--- src/rtl/operand_fetch_stage_if.sv ---
// Bundle of the decode->operand-fetch->execute signals for operand_fetch_stage.
// master = decode/control/writeback side, slave = the operand fetch stage.
interface operand_fetch_stage_if #(
  parameter int DATA_W = 8,
  parameter int ADDR_W = 3
);
  logic              wr_en;
  logic [ADDR_W-1:0] wr_addr;
  logic [DATA_W-1:0] wr_data;
  logic [ADDR_W-1:0] rd_addr_1;
  logic [ADDR_W-1:0] rd_addr_2;
  logic [DATA_W-1:0] imm;
  logic              imm_sel;
  logic              in_valid;
  logic              stall;
  logic              flush;
  logic              in_ready;
  logic [DATA_W-1:0] op_a;
  logic [DATA_W-1:0] data_1;
  logic [DATA_W-1:0] data_2;
  logic              sel;
  logic              out_valid;

  modport master (
    output wr_en, wr_addr, wr_data, rd_addr_1, rd_addr_2, imm, imm_sel,
           in_valid, stall, flush,
    input  in_ready, op_a, data_1, data_2, sel, out_valid
  );

  modport slave (
    input  wr_en, wr_addr, wr_data, rd_addr_1, rd_addr_2, imm, imm_sel,
           in_valid, stall, flush,
    output in_ready, op_a, data_1, data_2, sel, out_valid
  );
endinterface

--- src/rtl/operand_fetch_stage.sv ---
// Operand fetch stage: 2R/1W register file with write-through bypass plus the
// execute pipeline register. Optional macro OPERAND_FETCH_REG0_ZERO_EN makes reg 0 read as zero.
module operand_fetch_stage #(
  parameter int DATA_W = 8,
  parameter int ADDR_W = 3
) (
  input logic                  clk,
  input logic                  rst_n,
  operand_fetch_stage_if.slave bus
);
  localparam int NREG = 2 ** ADDR_W;

  logic [DATA_W-1:0] regs [NREG];
  logic              wr_fire;
  logic [DATA_W-1:0] read_1;
  logic [DATA_W-1:0] read_2;

  logic [DATA_W-1:0] op_a_q;
  logic [DATA_W-1:0] data_1_q;
  logic [DATA_W-1:0] data_2_q;
  logic              sel_q;
  logic              out_valid_q;

`ifdef OPERAND_FETCH_REG0_ZERO_EN
  // Reg 0 is never written, so it keeps its reset value of zero; this also
  // disables the bypass for address 0.
  assign wr_fire = bus.wr_en && (bus.wr_addr != '0);
`else
  assign wr_fire = bus.wr_en;
`endif

  always_ff @(posedge clk or negedge rst_n) begin
    if (!rst_n) begin
      for (int i = 0; i < NREG; i++) regs[i] <= '0;
    end else if (wr_fire) begin
      regs[bus.wr_addr] <= bus.wr_data;
    end
  end

  // Write-then-read: a same-cycle writeback to the read address is forwarded.
  always_comb begin
    read_1 = regs[bus.rd_addr_1];
    read_2 = regs[bus.rd_addr_2];
    if (wr_fire && (bus.wr_addr == bus.rd_addr_1)) read_1 = bus.wr_data;
    if (wr_fire && (bus.wr_addr == bus.rd_addr_2)) read_2 = bus.wr_data;
  end

  // Handshake: an instruction is taken on a rising edge where in_valid && in_ready;
  // in_ready = ~stall. Flush overrides everything and empties the stage.
  assign bus.in_ready = ~bus.stall;

  always_ff @(posedge clk or negedge rst_n) begin
    if (!rst_n) begin
      op_a_q      <= '0;
      data_1_q    <= '0;
      data_2_q    <= '0;
      sel_q       <= 1'b0;
      out_valid_q <= 1'b0;
    end else if (bus.flush) begin
      op_a_q      <= '0;
      data_1_q    <= '0;
      data_2_q    <= '0;
      sel_q       <= 1'b0;
      out_valid_q <= 1'b0;
    end else if (!bus.stall) begin
      if (bus.in_valid) begin
        op_a_q      <= read_1;
        data_1_q    <= read_2;
        data_2_q    <= bus.imm;
        sel_q       <= bus.imm_sel;
        out_valid_q <= 1'b1;
      end else begin
        out_valid_q <= 1'b0;
      end
    end
  end

  assign bus.op_a      = op_a_q;
  assign bus.data_1    = data_1_q;
  assign bus.data_2    = data_2_q;
  assign bus.sel       = sel_q;
  assign bus.out_valid = out_valid_q;
endmodule

--- src/flat_wrapper.sv ---
// flat-port wrapper written by rule: the top's interface ports become plain ports
module operand_fetch_stage_flat 
#(
  parameter int DATA_W = 8,
  parameter int ADDR_W = 3
)
  (clk, rst_n, bus_wr_en, bus_wr_addr, bus_wr_data, bus_rd_addr_1, bus_rd_addr_2, bus_imm, bus_imm_sel, bus_in_valid, bus_stall, bus_flush, bus_in_ready, bus_op_a, bus_data_1, bus_data_2, bus_sel, bus_out_valid);
  operand_fetch_stage_if #(.DATA_W(DATA_W), .ADDR_W(ADDR_W)) bus_i ();
  input logic clk;
  input logic rst_n;
  input wire logic [$bits(bus_i.wr_en)-1:0] bus_wr_en;
  input wire logic [$bits(bus_i.wr_addr)-1:0] bus_wr_addr;
  input wire logic [$bits(bus_i.wr_data)-1:0] bus_wr_data;
  input wire logic [$bits(bus_i.rd_addr_1)-1:0] bus_rd_addr_1;
  input wire logic [$bits(bus_i.rd_addr_2)-1:0] bus_rd_addr_2;
  input wire logic [$bits(bus_i.imm)-1:0] bus_imm;
  input wire logic [$bits(bus_i.imm_sel)-1:0] bus_imm_sel;
  input wire logic [$bits(bus_i.in_valid)-1:0] bus_in_valid;
  input wire logic [$bits(bus_i.stall)-1:0] bus_stall;
  input wire logic [$bits(bus_i.flush)-1:0] bus_flush;
  output wire logic [$bits(bus_i.in_ready)-1:0] bus_in_ready;
  output wire logic [$bits(bus_i.op_a)-1:0] bus_op_a;
  output wire logic [$bits(bus_i.data_1)-1:0] bus_data_1;
  output wire logic [$bits(bus_i.data_2)-1:0] bus_data_2;
  output wire logic [$bits(bus_i.sel)-1:0] bus_sel;
  output wire logic [$bits(bus_i.out_valid)-1:0] bus_out_valid;
  assign bus_i.wr_en = bus_wr_en;
  assign bus_i.wr_addr = bus_wr_addr;
  assign bus_i.wr_data = bus_wr_data;
  assign bus_i.rd_addr_1 = bus_rd_addr_1;
  assign bus_i.rd_addr_2 = bus_rd_addr_2;
  assign bus_i.imm = bus_imm;
  assign bus_i.imm_sel = bus_imm_sel;
  assign bus_i.in_valid = bus_in_valid;
  assign bus_i.stall = bus_stall;
  assign bus_i.flush = bus_flush;
  assign bus_in_ready = bus_i.in_ready;
  assign bus_op_a = bus_i.op_a;
  assign bus_data_1 = bus_i.data_1;
  assign bus_data_2 = bus_i.data_2;
  assign bus_sel = bus_i.sel;
  assign bus_out_valid = bus_i.out_valid;
  operand_fetch_stage #(.DATA_W(DATA_W), .ADDR_W(ADDR_W)) u_core (.clk(clk), .rst_n(rst_n), .bus(bus_i));
endmodule
--- config.mk ---
export PLATFORM = sky130hd
export DESIGN_NAME = operand_fetch_stage_flat
export DESIGN_NICKNAME = d
export VERILOG_FILES = /design/src/rtl/operand_fetch_stage_if.sv /design/src/rtl/operand_fetch_stage.sv /design/src/flat_wrapper.sv
export SDC_FILE = /design/constraint.sdc
export NUM_CORES = 1
export LEC_CHECK = 0
export CAP_MARGIN = 30
export CELL_PAD_IN_SITES_DETAIL_PLACEMENT = 1
export CELL_PAD_IN_SITES_GLOBAL_PLACEMENT = 1
export CORE_MARGIN = 2
export CORE_UTILIZATION = 35
export CTS_BUF_LIST = sky130_fd_sc_hd__clkbuf_2
export DETAILED_ROUTE_END_ITERATION = 10
export DONT_BUFFER_PORTS = 1
export PLACE_DENSITY = 0.62
export RECOVER_POWER = 25
export SLEW_MARGIN = 20
export SYNTH_ARGS = -nofsm -noshare
export SYNTH_HDL_FRONTEND = slang
export SYNTH_SLANG_ARGS = --single-unit
--- constraint.sdc ---
create_clock -name clk -period 2.5 [get_ports clk]
set_clock_uncertainty 0.05 [all_clocks]
set_input_delay 0 -clock clk [delete_from_list [all_inputs] [get_ports clk]]
set_output_delay 0 -clock clk [all_outputs]
set_load 0.03 [all_outputs]
==> metrics <==
outcome finished, final reports clean; multiplexer share of the synthesized area 27.8%; Netlist cell types 26; largest family of logic cells by synthesized area multiplexers; Core Box Area 12,500 um2; CP Capture Type flip-flop; Initial Utilization 35.6%; number of synthesized flops with an enable pin 0; worst vdd ir around 0.20 mV; largest net degree at the start of global routing 91; maximum clock rate 0.412 GHz; simple-gate share of the synthesized area 7.52%; CTS buffer count 9; total gr overflow 0; Vias 3,158; Die X 117 um; clk root buf clkbuf_2; Row Count 41; DIE AREA approximately 14,000 um2; vias in the first global route ~3,400; area post-placement 4600 um2; Area Overhead vs Synth 19.8%; design area around 5300 um2; Avg WL per Cell between 20 and 25 um; CTS tree yes; Synth Flop Type dfrtp_1; CP Launch Type flip-flop; count of final setup violators 0; startpoint of the worst hold path bus_stall; Worst Tran Pin Value 1.23 ns; reg-to-reg startpoint u_core.regs[11]$_DFFE_PN0P_; final total power 0.00358 W; max_slew headroom 17.9%; initial antenna violation count 0; Max Transition Viols Final 0; P per Cell Area 670 nW/um2; clk buf depth 2; Tightest Hold Check Type input port to flip-flop; post-route ant nets 0; Setup CP Type flip-flop to flip-flop; post-synth top area share around 50%; synthesized area 4460 um2; I/O pins 59; sequential fraction of the synthesis area 50.5%; Tcrit/Tclk final 97.0%; GRT Total Usage 20.1%; post-synthesis compound-gate area fraction 9.46%; Layout Nets 420; DRC viols 0; largest cells by area after synthesis dfrtp_1 (51%), mux4_2 (16%), mux2_2 (8.1%); origin of the worst setup path u_core.regs[11]$_DFFE_PN0P_; CTS sink count 90; xor/xnor share of the synthesized area ~1.2%; WP data arrival 2.84 ns; FF+latch count, synth 90; RD Place Congestion between 0.7 and 0.8; Post-Synthesis Cells 335; area leader, netlist dfrtp_1; worst hold slack 0.0455 ns; first-pass GRT wire length 19.8 mm; Final Hold Vio Count 0; drt pass-1 iters 4; fraction of layout cells with a size suffix above 1 23.9%; max_cap viols 0; Leak 2.33 nW; most common cell in the netlist dfrtp_1; Starting DRT DRC Count 254; CP Data Required Time 2.91 ns; dpl hpwl 7.81 mm; Adder-Cell Fraction of Synth Area 0%; Synth top cells by count dfrtp_1 (90), nand2_1 (34), mux2_2 (32), mux4_2 (32), o21ai_0 (32); Worst-Skew Late Latency 0.57 ns; htree depth 3; Post-Syn Area per Cell ~13 um2; CP max FO 3; Post-synth ARST share 100%; RSZ-0062 raised after global routing no; syn nets around 370; PortBufs 0; post-place setup slack 0.984 ns; setup TNS 0 ns; Final min period about 2.4 ns; Die Ht 117 um; Clock transition at path regs 0.23 ns; average via count per standard cell 5.58; Detailed Route WL roughly 13 mm; slack of the critical path roughly 0.075 ns; Synth warnings 0
## layout make-up
cell class | count | area [um2]
diodes | 1 | 2.50
clock buffers | 10 | 50.0
clock inverters | 6 | 81.3
fillers | 1321 | 7170
inverters | 11 | 41.3
multi-input cells | 211 | 2050
flip-flops and latches | 90 | 2250
well taps | 172 | 215
repair buffers | 65 | 651
## flip-flops by register name, summed over array words and instances (netlist names)
name,cells
u_core.regs,64
u_core.bus.data_1,8
u_core.bus.data_2,8
u_core.bus.op_a,8
u_core.bus.out_valid,1
u_core.bus.sel,1
## metal layers
metal / track usage [%] / wire (um)
met5: 0 / 0
met1: 26.8 / 5790
met3: 3.04 / 690
met4: 9.41 / 344
met2: 32.4 / 6290
## metrics by stage
step | cells | util (%)
6_report | 566 | 42.7
3_3_place_gp | 488 | 36.7
5_1_grt | 565 | 42.7
3_5_place_dp | 489 | 36.7
2_1_floorplan | 335 | -
4_1_cts | 564 | 42.7
## report_power, final
part           switching [W]  total, W  internal (W)
sequential          0.000240   0.00194       0.00169
clock               0.000515  0.000842      0.000327
combinational       0.000326  0.000804      0.000478
total                0.00108   0.00358       0.00250
## final timing paths
| kind | end | slack [ns] | cells past startpoint |
|---|---|---|---|
| setup / recovery | u_core.bus.op_a[3]$_DFFE_PN0P_ | 0.08 | 5 |
| setup reg to reg | u_core.bus.op_a[3]$_DFFE_PN0P_ | 0.08 | 5 |
| hold / removal | u_core.bus.out_valid$_DFFE_PN0P_ | 0.05 | 3 |
| min in group asynchronous | u_core.bus.op_a[4]$_DFFE_PN0P_ | 0.75 | 3 |
| max in group asynchronous | u_core.regs[10]$_DFFE_PN0P_ | 0.89 | 3 |
| hold reg to reg | u_core.regs[2]$_DFFE_PN0P_ | 0.49 | 2 |
## cell usage in the layout, fill, tap and decap left out, types with 11 or more instances in the layout
cell / Yosys / final
nand3_1: 16 / 16
o221ai_1: 16 / 16
mux2i_1: 16 / 16
dlygate4sd3_1: 0 / 52
nand2_1: 34 / 34
dfrtp_1: 90 / 90
mux4_2: 32 / 32
mux2_2: 32 / 32
o21ai_0: 32 / 32
inv_1: 11 / 11
## timing repair
item	4_1_cts	5_1_grt
setup buffers	0	1
endpoints found under the setup margin	0	4
gates resized for setup	0	4
hold buffers	59	1
endpoints found under the hold margin	180	1
## critical path: stages, from the launching register on
cell and delay (ns):
dfrtp_1 0.45, mux4_2 0.45, dlygate4sd3_1 0.56, mux2i_1 0.13
dlygate4sd3_1 0.57, o221ai_1 0.11
## cell families after synthesis
family / count (synthesis)
buffers and inverters: 34
and+or+nand+nor: 64
DFF: 90
xor gates and xnor gates: 6
AOI/OAI and AO/OA: 61
muxes: 80
Note: power is estimated with default switching activity, not from simulation.
